**config.mk**
```make
export PLATFORM = sky130hd
export DESIGN_NAME = example_vector_sequencer
export DESIGN_NICKNAME = d
export VERILOG_FILES = /design/src/rtl/example_vector_sequencer.sv
export SDC_FILE = /design/constraint.sdc
export NUM_CORES = 1
export LEC_CHECK = 0
export ABC_AREA = 1
export CORE_ASPECT_RATIO = 0.75
export CORE_UTILIZATION = 35
export DETAILED_ROUTE_END_ITERATION = 6
export PLACE_DENSITY = 0.55
export SLEW_MARGIN = 30
export SYNTH_ARGS = -nofsm -noshare
export SYNTH_HDL_FRONTEND = slang
export SYNTH_SLANG_ARGS = --single-unit
```
**constraint.sdc**
```tcl
create_clock -name clk -period 5.8 [get_ports clk]
set_clock_uncertainty 0.1 [all_clocks]
set_input_delay 0.87 -clock clk [delete_from_list [all_inputs] [get_ports clk]]
set_output_delay 0.87 -clock clk [all_outputs]
set_load 0.1 [all_outputs]
```
**src/rtl/example_vector_sequencer.sv**
```systemverilog
// example_vector_sequencer
//
// Clocked stimulus controller for delay characterisation of the `example`
// datapath. Operand pairs are queued in a FIFO and applied to the datapath one
// at a time. Each pair is held for a programmable settle time before `c` is
// sampled. Every result is returned with its operands and a cycle timestamp
// over a valid/ready port.
//
// Ports
//   clk, rst_n          sole clock (rising edge), asynchronous active-low reset
//   in_valid/in_ready   vector push handshake; in_ready = FIFO not full
//   in_a, in_b          operands to queue
//   settle_cycles       settle delay N, sampled at each pop (capture at pop+N+1)
//   run                 level; permits popping new vectors
//   flush               synchronous abort: empties FIFO, drops in-flight vector
//   dut_a, dut_b        registered drive to example.a / example.b
//   dut_c               from example.c
//   res_valid/res_ready result handshake
//   res_a, res_b, res_c operands and captured result
//   res_time            free-running cycle counter value at capture
//   fifo_count          entries queued
//   busy                sequencer not idle

module example_vector_sequencer #(
   parameter int unsigned DATA_W  = 8,
   parameter int unsigned RES_W   = 8,
   parameter int unsigned DEPTH   = 8,
   parameter int unsigned DELAY_W = 8
) (
   input  logic                     clk,
   input  logic                     rst_n,
   input  logic                     in_valid,
   output logic                     in_ready,
   input  logic [DATA_W-1:0]        in_a,
   input  logic [DATA_W-1:0]        in_b,
   input  logic [DELAY_W-1:0]       settle_cycles,
   input  logic                     run,
   input  logic                     flush,
   output logic [DATA_W-1:0]        dut_a,
   output logic [DATA_W-1:0]        dut_b,
   input  logic [RES_W-1:0]         dut_c,
   output logic                     res_valid,
   input  logic                     res_ready,
   output logic [DATA_W-1:0]        res_a,
   output logic [DATA_W-1:0]        res_b,
   output logic [RES_W-1:0]         res_c,
   output logic [31:0]              res_time,
   output logic [$clog2(DEPTH):0]   fifo_count,
   output logic                     busy
);

   localparam int unsigned PTR_W = $clog2(DEPTH);
   localparam int unsigned CNT_W = $clog2(DEPTH) + 1;

   typedef enum logic [1:0] {
      StIdle,
      StSettle,
      StResult
   } state_e;

   state_e               state_q, state_d;
   logic [DELAY_W-1:0]   settle_q, settle_d;
   logic [31:0]          cycle_q;
   logic [CNT_W-1:0]     count_q;
   logic [PTR_W-1:0]     wr_ptr_q, rd_ptr_q;
   logic [2*DATA_W-1:0]  mem_q [DEPTH];

   logic push, pop, capture, res_clear, fifo_nonempty;

   assign in_ready      = (count_q != CNT_W'(DEPTH));
   assign fifo_nonempty = (count_q != '0);
   // A flush in the same cycle discards any push.
   assign push          = in_valid && in_ready && !flush;
   assign fifo_count    = count_q;
   assign busy          = (state_q != StIdle);

   // ------------------------------------------------------------------------
   // Sequencer FSM: next state and control strobes
   // ------------------------------------------------------------------------
   always_comb begin
      state_d   = state_q;
      settle_d  = settle_q;
      pop       = 1'b0;
      capture   = 1'b0;
      res_clear = 1'b0;

      unique case (state_q)
         StIdle: begin
            if (run && fifo_nonempty) begin
               pop      = 1'b1;
               settle_d = settle_cycles;
               state_d  = StSettle;
            end
         end
         StSettle: begin
            if (settle_q == '0) begin
               capture = 1'b1;
               state_d = StResult;
            end else begin
               settle_d = settle_q - DELAY_W'(1);
            end
         end
         StResult: begin
            if (res_ready) begin
               res_clear = 1'b1;
               // Back-to-back: pop the next vector on the accepting edge.
               if (run && fifo_nonempty) begin
                  pop      = 1'b1;
                  settle_d = settle_cycles;
                  state_d  = StSettle;
               end else begin
                  state_d = StIdle;
               end
            end
         end
         default: state_d = StIdle;
      endcase

      if (flush) begin
         state_d = StIdle;
         pop     = 1'b0;
         capture = 1'b0;
      end
   end

   // ------------------------------------------------------------------------
   // State, FIFO control, cycle counter and output registers
   // ------------------------------------------------------------------------
   always_ff @(posedge clk or negedge rst_n) begin
      if (!rst_n) begin
         state_q   <= StIdle;
         settle_q  <= '0;
         cycle_q   <= '0;
         count_q   <= '0;
         wr_ptr_q  <= '0;
         rd_ptr_q  <= '0;
         dut_a     <= '0;
         dut_b     <= '0;
         res_valid <= 1'b0;
         res_a     <= '0;
         res_b     <= '0;
         res_c     <= '0;
         res_time  <= '0;
      end else begin
         state_q  <= state_d;
         settle_q <= settle_d;
         cycle_q  <= cycle_q + 32'd1;

         if (flush) begin
            count_q  <= '0;
            wr_ptr_q <= '0;
            rd_ptr_q <= '0;
         end else begin
            if (push) wr_ptr_q <= wr_ptr_q + PTR_W'(1);
            if (pop)  rd_ptr_q <= rd_ptr_q + PTR_W'(1);
            if (push && !pop)      count_q <= count_q + CNT_W'(1);
            else if (pop && !push) count_q <= count_q - CNT_W'(1);
         end

         // dut_* hold their last applied operands; only a pop or reset changes them.
         if (pop) begin
            {dut_a, dut_b} <= mem_q[rd_ptr_q];
         end

         if (flush) begin
            res_valid <= 1'b0;
         end else if (capture) begin
            res_valid <= 1'b1;
         end else if (res_clear) begin
            res_valid <= 1'b0;
         end

         if (capture) begin
            res_a    <= dut_a;
            res_b    <= dut_b;
            res_c    <= dut_c;
            res_time <= cycle_q;
         end
      end
   end

   // FIFO storage needs no reset; count_q guards every read.
   always_ff @(posedge clk) begin
      if (push) begin
         mem_q[wr_ptr_q] <= {in_a, in_b};
      end
   end

endmodule

```
### Word-level counts from Yosys, hierarchy flattened

Memory sizes are Yosys's and may differ from the RTL's. A register that Yosys moved wholly into a read port is not among the register bits.
Cells that the tools add are included.
W data, S select, Z words.

| word-level totals | value |
|---|---|
| bits in writable memories | 128 |
| register bits | 109 |
| bits of input ports | 38 |
| word-level logic and storage cells | 77 |
| memories kept | 1 |

| operators by class | value |
|---|---|
| equality and inequality tests | 8 |
| mux-type cells | 31 |
| reductions and logical operators | 20 |
| add/sub/neg operators | 6 |

Memory list:

| name | depth | width | rd ports | clocked after Yosys merged registers in | write ports | line | text |
|---|---|---|---|---|---|---|---|
| mem_q | 8 | 16 | 1 | 1 | 1 | 66 | `logic [2*DATA_W-1:0] mem_q [DEPTH];` |

Operator list:

| cell | number |
|---|---|
| $add A32 B1 Y32 const B | 1 |
| $mux W8 | 3 |
| $pmux W8 S3 | 1 |
| $mux W1 | 14 |
| $mux W3 | 4 |
| $mux W4 | 3 |
| $ne A3 B3 Y1 const B | 3 |
| $reduce_bool A3 Y1 | 3 |
| $logic_not A8 Y1 | 1 |
| $mux W2 | 4 |
| $sub A8 B1 Y8 const B | 1 |
| $add A3 B1 Y3 const B | 2 |
| $pmux W2 S3 | 1 |
| $reduce_and A3 Y1 | 2 |
| $reduce_bool A2 Y1 | 3 |
| $logic_and A1 B1 Y1 | 5 |
| $add A4 B1 Y4 const B | 1 |
| $logic_not A1 Y1 | 4 |
| $ne A2 B2 Y1 const B | 2 |
| $ne A4 B4 Y1 const B | 1 |
| $reduce_bool A4 Y1 | 1 |
| $sub A4 B1 Y4 const B | 1 |
| $eq A2 B1 Y1 const B | 1 |
| $eq A2 B2 Y1 const B | 1 |
| other kinds (2) | 2 |

### Longest topological paths before layout

Gate-level depths: netlist of run 1.

| depth | value |
|---|---|
| depth after elaboration | 10 |
| mapped depth | 16 |
| mapped depth without buffers | 16 |

### Worst setup path before layout of run 1

OpenSTA, ideal clock, no wires.

| timing path | value |
|---|---|
| path kind | reg-to-reg |
| from | register count_q[0], in the netlist fifo_count[0] |
| to | memory mem_q[0][0] in the netlist's numbering (enable) |
| buffers on the path | 0 |
| cell stages (with the launch flop) | 7 |
| slack | 2.342 ns |
| data required time | 5.312 ns |
| arrival | 2.970 ns |
| library setup time | 0.388 ns |
| cell sequence | dfrtp_1 > nor2_1 > nand2_1 > nand3_1 > inv_1 > nand2_1 > nor2_1 |

| between the ends | value |
|---|---|
| word-level cells in the longest chain between the ends | 5 |

Ends and longest elaborated chain:

| what | line | text |
|---|---|---|
| from (decl) | 64 | `logic [CNT_W-1:0] count_q;` |
| from (signal assigned) | 156 | `if (push && !pop) count_q <= count_q + CNT_W'(1);` |
| from (signal assigned) | 157 | `else if (pop && !push) count_q <= count_q - CNT_W'(1);` |
| $ne A4 B4 Y1 | 70 | `assign in_ready = (count_q != CNT_W'(DEPTH));` |
| net in_ready | 33 | `output logic in_ready,` |
| $logic_and A1 B1 Y1 (2 in a row) | 73 | `assign push = in_valid && in_ready && !flush;` |
| $mux W1 | 184 | `if (push) begin` |
| $mux W1 (not written as such) | 185 | `mem_q[wr_ptr_q] <= {in_a, in_b};` |
| to (decl) | 66 |  |

The timed path passes the listed nets, and every way through them passes these cells.

### Final worst setup path of run 1

| timing path | value |
|---|---|
| from | register count_q[3], in the netlist fifo_count[3] |
| to | output in_ready |

| between the ends | value |
|---|---|
| word-level cells in the longest chain between the ends | 1 |

Ends and longest elaborated chain:

| what | line |
|---|---|
| $ne A4 B4 Y1 | 70 |
| to (decl) | 33 |

No other way between the ends.

==> impl_metrics.csv, run 1 <==
group,metric,value,unit
timing,maxSlewViolCount,0,
timing,clock.fmax,296.0,MHz
clock_tree,cts_buffers,26,
logic_synthesis,async_flop_share,0.4941,
logic_synthesis,syn_area,0.01093,mm2
clock_tree,clk_latency,0.54,ns
logic_synthesis,syn_area_per_cell,9.758,um2
placement,place.gp.congestion,0.8498,
hold_path,hold_class,"in2async",
clock_tree,clock_sink_count,253,
global_routing,grt_use_total,0.1698,
flow_run,cap_violations,0,
timing,slew_headroom,0.3146,
logic_synthesis,synth_edf_count,128,
clock_tree,cts_max_level,1,
logic_synthesis,synth-seq-area-share,0.6379,
global_routing,grt_overflow,0,
floorplan,rows,55,
layout,fin_nets,1279,
logic_synthesis,synth_area_leaders,"edfxtp_1 (35%), dfrtp_1 (29%), nand2_1 (7.3%)",
power,p_sw,3.247,mW
layout,final_cell_area,0.01327,mm2
critical_path,path_max_fanout,5,
power,power_frac_seq,0.338,
clock_tree,root_buffer,"clkbuf_16",
logic_synthesis,ys_types,38,
power,p_clk_frac,0.232,
critical_path,cp-end-kind,"primary output",
logic_synthesis,synth_ff_type,"edfxtp_1",
floorplan,core_area,0.03042,mm2
drt,vias,7651,
layout,diodes,0,
drt,wirelength,26.07,mm
layout,layout-drive-gt1-share,0.06225,
critical_path,cp.required,4.83,ns
drt,wl_per_cell,15.78,um
clock_tree,clockBufferDepth,3,
logic_synthesis,ys_seq_elements,253,
global_routing,grt_pass1_wl,42.16,mm
layout,nFillCells,2975,
run_status,status,"completed",
logic_synthesis,syn-num-nets,1165,
critical_path,crit_type,"reg2out",
timing,hold_viol,0,
placement,dp_hpwl,16.25,mm
logic_synthesis,yosysTopAreaCellShare,0.3517,
floorplan,fp.dieW,206.0,um
clock_tree,cts_tree,"yes",
global_routing,grt_pass1_vias,7522,
placement,io_buffers,116,
drt,dr.first_iter.drc_count,531,
logic_synthesis,synth_commonest_cells,"nand2_1 (214), nor2_1 (189), inv_1 (153)",
power,intPower,3.791,mW
placement,place_area,0.01243,mm2
power,powerDensity,530.3,mW/mm2
logic_synthesis,yosysWarnings,0,
critical_path,start_kind,"register",
timing,finalCriticalPeriod,3.379,ns
power,switching_share,0.4614,
critical_path,worst_ep_arrival_time,2.41,ns
clock_tree,postCtsSetupBuffers,0,
power,ir_drop,0.0002333,V
floorplan,io_pins,117,
power,combinationalPowerShare,0.430,
clock_tree,path_clk_slew,0.06,ns
drt,drcViolationCount,0,
drt,viasPerCell,4.631,
power,leakage,5.538,nW
timing,rsz0062_at_grt,"no",
floorplan,dieArea,0.03194,mm2
floorplan,dieHeight,155.0,um
timing,fin_crit_sh,0.5826,
layout,syn_to_final_growth,21.43,%
clock_tree,ctsHoldBuffers,0,
timing,worst_slew_pin_slew,1.025,ns
timing,setup-tns-final,0,ns
drt,first_pass_iters,5,
global_routing,antenna_found_initial,0,
logic_synthesis,synth_top_area_cell,"edfxtp_1",
clock_tree,cts_resized,0,
timing,finalSetupViolations,0,
drt,ant_nets,0,
logic_synthesis,synthCells,1120,
floorplan,start_util,0.3593,
global_routing,grt_start_max_net_pins,87,
logic_synthesis,synthMostInstantiatedCell,"nand2_1",
cell families (layout without fill, tap and decap cells):
group | after synthesis | count (layout) | synth area share
xor+xnor | 27 | 27 | 0.02164
flops | 253 | 253 | 0.6379
compound gates | 171 | 171 | 0.08174
simple gates | 464 | 464 | 0.1739
fa+ha+maj | 7 | 7 | 0.008701
buf+inv | 198 | 331 | 0.07613
routing by layer:
layer / GRT usage / part of all wire / vias to the layer above
met4: 0.03151 / 0.015 / 0
met5: 0 / 0 / -
li1: - / - / 3836
met2: 0.2507 / 0.41 / 169
met3: 0.03226 / 0.053 / 32
met1: 0.2593 / 0.52 / 3614
registers in the layout, summed over array words and instances, names as in the netlist:
signal and count:
mem_q 128, cycle_q 32, res_time 32, dut_a 8
dut_b 8, res_a 8, res_b 8, res_c 8
settle_q 8, fifo_count 4, rd_ptr_q 3, wr_ptr_q 3
state_q 2, res_valid 1
cell type report:
class                      instances  area (um2)  area share
inverter                         156       588.1     0.04431
multi-input combinational        669        3141      0.2366
clock inverter                     9       56.30    0.004242
clock buffer                      38       787.0     0.05930
sequential                       253        6973      0.5254
tap                              399       499.2     0.03762
timing repair buffer             128        1227     0.09249
worst max-delay path, stage by stage (launching register included):
cell and delay, ns:
dfrtp_1 0.43, inv_1 0.09, nor2_1 0.04, nand2_1 0.14, clkdlybuf4s50_1 1.17
through the flow:
| step | std cells | worst slack (ns) | total power, mW | hold WS [ns] | utilization |
|---|---|---|---|---|---|
| final | 1652 | 2.421 | 7.038 | 0.3338 | 0.4363 |
| after global routing | 1652 | 2.334 | 7.425 | 0.3844 | 0.4363 |
| after CTS | 1652 | 2.388 | 7.116 | 0.3503 | 0.4363 |
| after detailed placement | 1605 | 2.262 | 5.456 | 0.3688 | 0.4086 |
| after global placement | 1605 | 2.329 | 5.440 | 0.3676 | 0.4090 |
| after floorplan | 1120 | 2.342 | 4.692 | 0.3452 | - |
path summary, 6_finish.rpt:
check,startpoint,endpoint,slack (ns),depth (start not counted)
setup / recovery,fifo_count[3],in_ready,2.42,4
hold / removal,rst_n,state_q[0],0.33,1
setup reg to reg,settle_q[0],res_time[24],2.96,10
hold reg to reg,cycle_q[31],cycle_q[31],0.38,1
max in group asynchronous,rst_n,settle_q[5],4.19,2
min in group clk,cycle_q[31],cycle_q[31],0.38,1
layout by cell type, fill, tap and decap left out, types with 2 or more instances in the layout:
master           count
clkbuf_1             4
clkdlybuf4s50_1    110
nand3b_1             4
clkinv_2             5
nand4_1              3
edfxtp_1           128
nor3_1              14
nor3b_1              2
buf_2                5
xor2_1              19
clkbuf_16           27
clkbuf_8             7
nor2_4               4
ha_1                 6
xnor2_1              8
nor2_2               5
a21oi_1              7
dfrtp_1            124
nand2_2              2
inv_1              153
nor2_1             187
a31oi_1             17
o21ai_1             50
clkinv_1             3
o211ai_1             4
nand3_1             23
buf_4               12
o21ai_0             91
nand2_1            214
power by group through the flow:
stage / clock (mW) / combinational [mW] / sequential [mW]
6_report: 1.64 / 3.02 / 2.38
5_1_grt: 1.76 / 3.25 / 2.41
4_1_cts: 1.69 / 3.05 / 2.38
2_1_floorplan: 0 / 0.820 / 3.87
3_5_place_dp: 0 / 3.04 / 2.42
3_3_place_gp: 0 / 3.03 / 2.41
(Power assumes the default switching activity.)
==> run 2, diff against run 1 <==
- PLACE_DENSITY: 0.55 -> 0.57
- clock period: 5.8 -> 2.8 ns (I/O delays scaled with it)
==> run 2 against run 1 <==
Effect of this change:
- first-iteration DRC count shrank 17%
- core utilization grew 0.31 points
- power grew 110%
- global-route usage shrank 0.73 points
- hold slack lost 0.018 ns
- wire length shrank 1.1%
- clock power grew 130%
- critical endpoint is now fifo_count[3]
==> impl_metrics.csv, run 2 (synthesis gave the netlist of run 1 again) <==
group,metric,value,unit
floorplan,start_util,0.3593,
layout,top_regs,"mem_q: 128 flops, cycle_q: 32 flops, res_time: 32 flops",
clock_tree,cts_max_level,1,
critical_path,reg2reg_slack,0.51,ns
placement,io_buffers,116,
drt,wl_per_cell,15.47,um
layout,layout-drive-gt1-share,0.1381,
power,powerDensity,1120,mW/mm2
timing,maxSlewViolCount,0,
critical_path,worst_ep_arrival_time,2.61,ns
layout,diodes,0,
critical_path,path_max_fanout,5,
critical_path,critPathLaunch,"fifo_count[3]",
layout,max_flop_register,"mem_q",
critical_path,crit_type,"reg2reg",
layout,syn_to_final_growth,22.30,%
clock_tree,cts_tree,"yes",
floorplan,fp.dieW,206.0,um
flow_run,cap_violations,0,
drt,drcViolationCount,0,
critical_path,reg2reg_from,"fifo_count[3]",
timing,setup-tns-final,0,ns
drt,ant_nets,0,
drt,wirelength,25.78,mm
critical_path,start_kind,"register",
critical_path,cp.required,3.12,ns
clock_tree,postCtsSetupBuffers,0,
drt,first_pass_iters,5,
layout,final_common_cell,"nand2_1",
timing,clock.fmax,436.1,MHz
timing,holdWs,0.3155,ns
global_routing,grt_overflow,0,
timing,worst_slew_pin_slew,0.7355,ns
timing,slew_headroom,0.5097,
power,total_power,14.97,mW
clock_tree,clock_sink_count,253,
timing,finalSetupViolations,0,
drt,dr.first_iter.drc_count,440,
layout,final_cell_mix,"nand2_1 (213), nor2_1 (181), inv_1 (153)",
floorplan,dieHeight,155.0,um
global_routing,antenna_found_initial,0,
power,ir_drop,0.0005513,V
global_routing,grt_pass1_wl,40.59,mm
global_routing,grt_start_max_net_pins,66,
floorplan,dieArea,0.03194,mm2
clock_tree,clockBufferDepth,3,
timing,finalCriticalPeriod,2.293,ns
global_routing,grt_pass1_vias,7238,
hold_path,hold_class,"in2async",
layout,fin_nets,1292,
global_routing,grt_use_total,0.1625,
floorplan,rows,55,
layout,largest_reg_flops,128,
clock_tree,cts_buffers,26,
timing,rsz0062_at_grt,"no",
power,leakage,5.680,nW
placement,place.gp.congestion,0.9121,
floorplan,io_pins,117,
drt,viasPerCell,4.582,
timing,hold_viol,0,
clock_tree,cts_resized,0,
critical_path,cp-end-kind,"register",
floorplan,core_area,0.03042,mm2
critical_path,r2r_end,"fifo_count[3]",
clock_tree,path_clk_slew,0.06,ns
critical_path,reg2reg_depth,15,
drt,vias,7633,
timing,fin_crit_sh,0.8189,
clock_tree,clk_latency,0.52,ns
run_status,status,"completed",
critical_path,crit_end,"fifo_count[3]",
clock_tree,root_buffer,"clkbuf_16",
placement,dp_hpwl,16.60,mm
## run 2: worst min path at each step
stage | start | endpoint | slack [ns] | depth (start not counted)
floorplan | rst_n | cycle_q[0] | 0.02 | 0
global placement | rst_n | res_time[10] | 0.32 | 1
detailed placement | rst_n | res_time[10] | 0.31 | 1
CTS | rst_n | res_time[4] | 0.32 | 2
global route | rst_n | res_time[10] | 0.35 | 2
finish | rst_n | res_time[10] | 0.32 | 2
## run 2: layer usage
metal  up-vias  routed length, um  global-route usage
li1       3869                  -                   -
met2       132              10810              0.2391
met1      3599              13300              0.2483
met4         0                508             0.03676
met5         -                  0                   0
met3        33               1164             0.02723
## run 2: stage by stage
step                      instances  utilization  cell area (um2)  setup WS (ns)
after floorplan                1120            -            10960        0.06805
after global placement         1617       0.4079            12410         0.3392
after detailed placement       1617       0.4079            12410         0.2420
after CTS                      1666       0.4394            13370         0.5538
after global routing           1666       0.4394            13370         0.3198
final                          1666       0.4394            13370         0.5070
## run 2: power breakdown
group	internal [mW]	switching [mW]	total, mW	leakage [nW]
sequential	4.48	0.429	4.91	2.53
combinational	1.34	4.89	6.23	2.68
clock	2.38	1.44	3.83	0.465
## run 2: worst max-delay path, stage by stage (launching register included)
cell and delay (ns):
dfrtp_2 0.44, inv_1 0.08, nor2_1 0.05, nand2_2 0.10, nand3_1 0.10, inv_1 0.15
nand2_1 0.14, ha_1 0.35, a21oi_1 0.22, nand3_1 0.10, nand2_1 0.10, inv_1 0.05
nand2_1 0.07, nand2_1 0.05, nand2_1 0.06, nand2_1 0.04
## run 2: what timing repair did
action / CTS / global route
hold endpoints to repair: 49 / 0
endpoints found under the setup margin: 0 / 0
hold buffers: 1 / 0
## run 2: area by class of cell
cell class / count / area [um2]
well taps: 399 / 499.2
fillers: 2896 / 17050
multi-input cells: 669 / 3148
clock inverters: 15 / 222.7
inverters: 156 / 585.6
repair buffers: 141 / 1205
flip-flops and latches: 253 / 6978
clock buffers: 33 / 728.2
